## src/rtl/uart_tx_phy_if.sv

```systemverilog
// Byte handshake between the UART register/FIFO block (master) and the tx PHY (slave).
interface uart_tx_phy_if;
    logic [7:0] tx_data;
    logic       tx_valid;
    logic       tx_ready;

    modport master (output tx_data, output tx_valid, input tx_ready);
    modport slave  (input tx_data, input tx_valid, output tx_ready);
endinterface

```

## src/rtl/uart_tx_phy.sv

```systemverilog
// UART transmit PHY: start bit, 8 data bits LSB first, optional even parity
// (UART_TX_PARITY_EN), STOP_BITS stop bits, timed by the shared oversample tick.
module uart_tx_phy #(
    parameter int OVERSAMPLE_RATE = 16,
    parameter int OVERSAMPLE_BITS = 4,
    parameter int STOP_BITS       = 1
) (
    input  logic          clk,
    input  logic          rst,
    input  logic          sample_tick_i,
    uart_tx_phy_if.slave  tx_if,
    output logic          tx_o,
    output logic          tx_busy_o,
    output logic          tx_done_o
);

`ifdef UART_TX_PARITY_EN
    typedef enum logic [2:0] {S_IDLE, S_START, S_DATA, S_PARITY, S_STOP} state_e;
`else
    typedef enum logic [1:0] {S_IDLE, S_START, S_DATA, S_STOP} state_e;
`endif

    localparam logic [OVERSAMPLE_BITS-1:0] LAST_TICK = OVERSAMPLE_BITS'(OVERSAMPLE_RATE - 1);
    localparam logic                       LAST_STOP = 1'(STOP_BITS - 1);

    state_e                     state_q, state_d;
    logic [OVERSAMPLE_BITS-1:0] tick_q, tick_d;
    logic [2:0]                 bit_q, bit_d;
    logic                       stop_q, stop_d;
    logic [7:0]                 shift_q, shift_d;
    logic                       tx_q, tx_d;
    logic                       bit_end;
`ifdef UART_TX_PARITY_EN
    logic                       parity_q, parity_d;
`endif

    assign bit_end        = sample_tick_i && (tick_q == LAST_TICK);
    assign tx_if.tx_ready = (state_q == S_IDLE);
    assign tx_busy_o      = (state_q != S_IDLE);
    assign tx_o           = tx_q;

    // NOTE: every signal written here gets a default first, so no path leaves one unassigned and no latch is inferred.
    always_comb begin
        state_d   = state_q;
        tick_d    = tick_q;
        bit_d     = bit_q;
        stop_d    = stop_q;
        shift_d   = shift_q;
        tx_d      = 1'b1;
        tx_done_o = 1'b0;
`ifdef UART_TX_PARITY_EN
        parity_d  = parity_q;
`endif

        // Ticks only pace a frame in flight; a tick on the accept edge is still IDLE and ignored.
        if (state_q != S_IDLE && sample_tick_i) begin
            tick_d = bit_end ? '0 : tick_q + OVERSAMPLE_BITS'(1);
        end

        unique case (state_q)
            S_IDLE: begin
                tx_d = 1'b1;
                if (tx_if.tx_valid) begin
                    state_d  = S_START;
                    shift_d  = tx_if.tx_data;
                    tick_d   = '0;
`ifdef UART_TX_PARITY_EN
                    parity_d = ^tx_if.tx_data;
`endif
                end
            end
            S_START: begin
                tx_d = 1'b0;
                if (bit_end) begin
                    state_d = S_DATA;
                    bit_d   = 3'd0;
                end
            end
            S_DATA: begin
                tx_d = shift_q[0];
                if (bit_end) begin
                    shift_d = shift_q >> 1;
                    bit_d   = bit_q + 3'd1;
                    stop_d  = 1'b0;
                    if (bit_q == 3'd7) begin
`ifdef UART_TX_PARITY_EN
                        state_d = S_PARITY;
`else
                        state_d = S_STOP;
`endif
                    end
                end
            end
`ifdef UART_TX_PARITY_EN
            S_PARITY: begin
                tx_d = parity_q;
                if (bit_end) begin
                    state_d = S_STOP;
                    stop_d  = 1'b0;
                end
            end
`endif
            S_STOP: begin
                tx_d = 1'b1;
                if (bit_end) begin
                    if (stop_q == LAST_STOP) begin
                        state_d   = S_IDLE;
                        tx_done_o = 1'b1;
                    end else begin
                        stop_d = stop_q + 1'b1;
                    end
                end
            end
            default: state_d = S_IDLE;
        endcase
    end

    // NOTE: state registers use non-blocking assignments so all of them update together on the edge.
    always_ff @(posedge clk or posedge rst) begin
        if (rst) begin
            state_q  <= S_IDLE;
            tick_q   <= '0;
            bit_q    <= '0;
            stop_q   <= 1'b0;
            shift_q  <= '0;
            tx_q     <= 1'b1;
`ifdef UART_TX_PARITY_EN
            parity_q <= 1'b0;
`endif
        end else begin
            state_q  <= state_d;
            tick_q   <= tick_d;
            bit_q    <= bit_d;
            stop_q   <= stop_d;
            shift_q  <= shift_d;
            tx_q     <= tx_d;
`ifdef UART_TX_PARITY_EN
            parity_q <= parity_d;
`endif
        end
    end

endmodule

```

## src/flat_wrapper.sv

```systemverilog
// flat-port wrapper written by rule: the top's interface ports become plain ports
module uart_tx_phy_flat 
#(
    parameter int OVERSAMPLE_RATE = 16,
    parameter int OVERSAMPLE_BITS = 4,
    parameter int STOP_BITS       = 1
)
  (clk, rst, sample_tick_i, tx_o, tx_busy_o, tx_done_o, tx_if_tx_data, tx_if_tx_valid, tx_if_tx_ready);
  uart_tx_phy_if tx_if_i ();
  input  logic clk;
  input  logic rst;
  input  logic sample_tick_i;
  output logic tx_o;
  output logic tx_busy_o;
  output logic tx_done_o;
  input wire logic [$bits(tx_if_i.tx_data)-1:0] tx_if_tx_data;
  input wire logic [$bits(tx_if_i.tx_valid)-1:0] tx_if_tx_valid;
  output wire logic [$bits(tx_if_i.tx_ready)-1:0] tx_if_tx_ready;
  assign tx_if_i.tx_data = tx_if_tx_data;
  assign tx_if_i.tx_valid = tx_if_tx_valid;
  assign tx_if_tx_ready = tx_if_i.tx_ready;
  uart_tx_phy #(.OVERSAMPLE_RATE(OVERSAMPLE_RATE), .OVERSAMPLE_BITS(OVERSAMPLE_BITS), .STOP_BITS(STOP_BITS)) u_core (.clk(clk), .rst(rst), .sample_tick_i(sample_tick_i), .tx_if(tx_if_i), .tx_o(tx_o), .tx_busy_o(tx_busy_o), .tx_done_o(tx_done_o));
endmodule
```

## config.mk

```make
export PLATFORM = sky130hd
export DESIGN_NAME = uart_tx_phy_flat
export DESIGN_NICKNAME = d
export VERILOG_FILES = /design/src/rtl/uart_tx_phy_if.sv /design/src/rtl/uart_tx_phy.sv /design/src/flat_wrapper.sv
export SDC_FILE = /design/constraint.sdc
export NUM_CORES = 1
export LEC_CHECK = 0
export CAP_MARGIN = 20
export CELL_PAD_IN_SITES_DETAIL_PLACEMENT = 1
export CELL_PAD_IN_SITES_GLOBAL_PLACEMENT = 2
export CORE_ASPECT_RATIO = 0.5
export CORE_UTILIZATION = 38
export CTS_BUF_LIST = sky130_fd_sc_hd__clkbuf_8
export CTS_CLUSTER_SIZE = 28
export DETAILED_ROUTE_END_ITERATION = 12
export PLACE_DENSITY_LB_ADDON = 0.1
export SETUP_SLACK_MARGIN = 0.05
export SLEW_MARGIN = 15
export SYNTH_ARGS = -nofsm -noshare
export SYNTH_HDL_FRONTEND = slang
export SYNTH_SLANG_ARGS = --single-unit
export TNS_END_PERCENT = 30
```

## constraint.sdc

```tcl
create_clock -name clk -period 4.4 [get_ports clk]
set_clock_uncertainty 0.15 [all_clocks]
set_input_delay 0.88 -clock clk [delete_from_list [all_inputs] [get_ports clk]]
set_output_delay 0.88 -clock clk [all_outputs]
set_load 0.05 [all_outputs]
```

==> metrics.md <==
| Metric | Value |
|---|---|
| Cell Rows | 13 |
| Cell taking the most area after synthesis | dfrtp_1 |
| Static leakage | 0.5986 nW |
| Fin. Hold Viols | 0 |
| # diodes | 0 |
| Final setup violation count | 0 |
| Max-slew headroom | 0.4993 |
| Clock transition at path regs | 0.07 ns |
| Synth Cell Area | between 1000 and 1500 um^2 |
| R2R Setup Slk | 2.01 ns |
| Die width | 77.69 um |
| CTS Sinks | 18 |
| GP Congestion | approximately 0.77 |
| Post-synth net total | 127 |
| Layout area overhead | 21.15% |
| Starting Density | 0.4106 |
| Root buffer cell | clkbuf_8 |
| Total GRT Usage | 0.2048 |
| Max Slew Vio Count | 0 |
| Hold path endpoint | u_core.bit_q[1] |
| DP Wirelength | between 2000 and 2500 um |
| Crit end category | primary output |
| Clock Latency Late Sink | between 0.2 and 0.3 ns |
| Final WS setup | 0.4490 ns |
| Post_cts resized | 0 |
| Via/cell ratio | 5.785 |
| Worst slew pin tran | ~0.75 ns |
| Number of global-route vias before repair | between 900 and 1000 |
| Drt drc | 0 |
| DRT iter0 DRCs | 58 |
| Clock buffer depth | 2 |
| Pre-CTS setup slack | 0.4544 ns |
| Reg2Reg Depth | 6 |
| RSZ-0062 raised after global routing | no |
| CORE AREA | 2651 um^2 |
| Setup Buffers After CTS | 0 |
| Synth Register Bits | 18 |
| VDD IR max | 0.2464 mV |
| # hold bufs at CTS | 0 |
| Number of nets in the layout | 142 |
| Top cell type's share of synthesized area | 0.3908 |
| Avg WL per Cell | 17.58 um |
| Post-DRT Antenna Nets | 0 |
| Placed insts | 154 |
| Worst Setup SP | sample_tick_i |
| CTS buffer count | 3 |
| WP data required | ~3.4 ns |
| FMAX | about 250 MHz |
| Hold Crit Depth | 1 |
| Die area | 3096 um^2 |
| Crit path launch type | input port |
| Vias after detailed routing | around 910 |
| Seq/Total Area, Yosys | 0.4149 |
| Max-cap violations | 0 |
| Total negative slack | 0 ns |
| FF-to-FF End | u_core.shift_q[6] |
| Period utilization | 0.8980 |
| Area contributors post-synth | dfrtp_1 (39%), ha_1 (9.2%), o221a_2 (7.2%) |
| Global route overflow | 0 |
| Min cycle time layout | 3.951 ns |
| Min-Delay Path Class | reg2reg |
| Distinct cells, synth | 33 |
| Routed wire length | 2777 um |
| Instance count of the mapped netlist | 107 |
| Pwr/cell area | 687.0 nW/um^2 |
| Reg2Reg Launch Point | u_core.state_q[1] |
| YS warnings | 0 |
| Die height | 39.85 um |
| Outcome | finished, final reports clean |
| CTS tree | built |
| Critical path fanouts, max | 8 |
| # H-tree levels | 1 |
| Antenna violations before repair | 0 |
| Avg Inst Size Synth | 10.17 um^2 |
| Critical path type | in2out |
| Largest net degree at the start of global routing | 19 |
| Pre-Repair DR Iteration Count | 4 |
| PortBufs | 15 |
| I/O pin count | 16 |
| Hold Startpoint | u_core.bit_q[1] |
| Critical Path AT | 2.92 ns |
| First-pass GRT wire length | approximately 4600 um |
| Layout cells sized above 1 | 0.1405 |
| Final cell count without fillers | 158 |
-- report_power, final --
part	internal, mW	switching (mW)
Clock	0.0797	0.0596
Combinational	0.198	0.266
Sequential	0.233	0.0689
Total	0.511	0.395
-- Yosys cell counts (all sizes together) --
cell / number
a21oi: 4
inv: 7
and3b: 7
o211ai: 1
a41oi: 1
nand2b: 1
xor2: 2
dfstp: 1
a31oi: 1
nor3: 2
o21ai: 9
mux2i: 2
a22oi: 1
nor2b: 1
mux2: 1
and3: 1
buf: 3
nor2: 9
and4: 2
ha: 8
clkbuf: 3
nand2: 6
dfrtp: 17
and2: 1
o221a: 7
nand3: 1
nand4: 1
a32o: 3
o22ai: 2
a21o: 1
o221ai: 1
-- worst max-delay path, stage by stage --
cell	delay, ns
clkdlybuf4s50_1	0.65
and4_1	0.42
and2_1	0.17
clkdlybuf4s50_1	0.79
-- metal layers --
layer  routed length, um  part of all wire  global-route usage  up-vias
met5                   0                 0                   0        -
met4                  15            0.0054             0.04245        0
met1                1360              0.49              0.2542      468
met2                1304              0.47              0.3673       21
met3                  97             0.035             0.05581        2
li1                    -                 -                   -      423
-- worst max-delay path by stage --
stage,end,depth (start not counted)
final,tx_done_o,4
after global routing,tx_done_o,4
after CTS,tx_done_o,4
after detailed placement,tx_done_o,4
after global placement,tx_done_o,4
after floorplan,tx_done_o,4
-- cells by family after synthesis --
group                      count (synthesis)  synth area share
and+or+nand+nor                           32            0.1713
AOI/OAI and AO/OA                         31            0.2230
DFF                                       18            0.4149
buffers and inverters                     13           0.05058
adders and majority gates                  8           0.09196
muxes                                      3           0.03218
xor gates and xnor gates                   2           0.01609
-- flip-flops by register name (all words and copies together) (netlist names) --
signal,count
u_core.tx_o,1
u_core.state_q,2
u_core.bit_q,3
u_core.shift_q,8
u_core.tick_q,4
-- per-stage QoR --
stage	util	instance area [um^2]	hold slack [ns]	power [mW]
detailed placement	0.4766	1264	0.3483	0.7678
CTS	0.4974	1319	0.3636	0.9102
global placement	0.4766	1264	0.3320	0.7279
floorplan	-	1089	0.3198	0.6280
finish	0.4974	1319	0.3573	0.9060
global route	0.4974	1319	0.3885	0.9672
-- final cells by class --
type | count | area [um^2]
sequential | 18 | 451.7
inverter | 7 | 26.28
fill | 295 | 1333
timing repair buffer | 16 | 157.7
tap | 37 | 46.29
clock buffer | 4 | 55.05
multi-input combinational | 76 | 581.8
-- cells in the final DEF, fill, tap and decap left out, drive strengths merged, types with 6 or more instances in the layout --
| master | n |
|---|---|
| dfrtp | 17 |
| clkdlybuf4s50 | 15 |
| nor2 | 9 |
| o21ai | 9 |
| ha | 8 |
| and3b | 7 |
| inv | 7 |
| o221a | 7 |
| nand2 | 6 |
(Power assumes the default switching activity.)
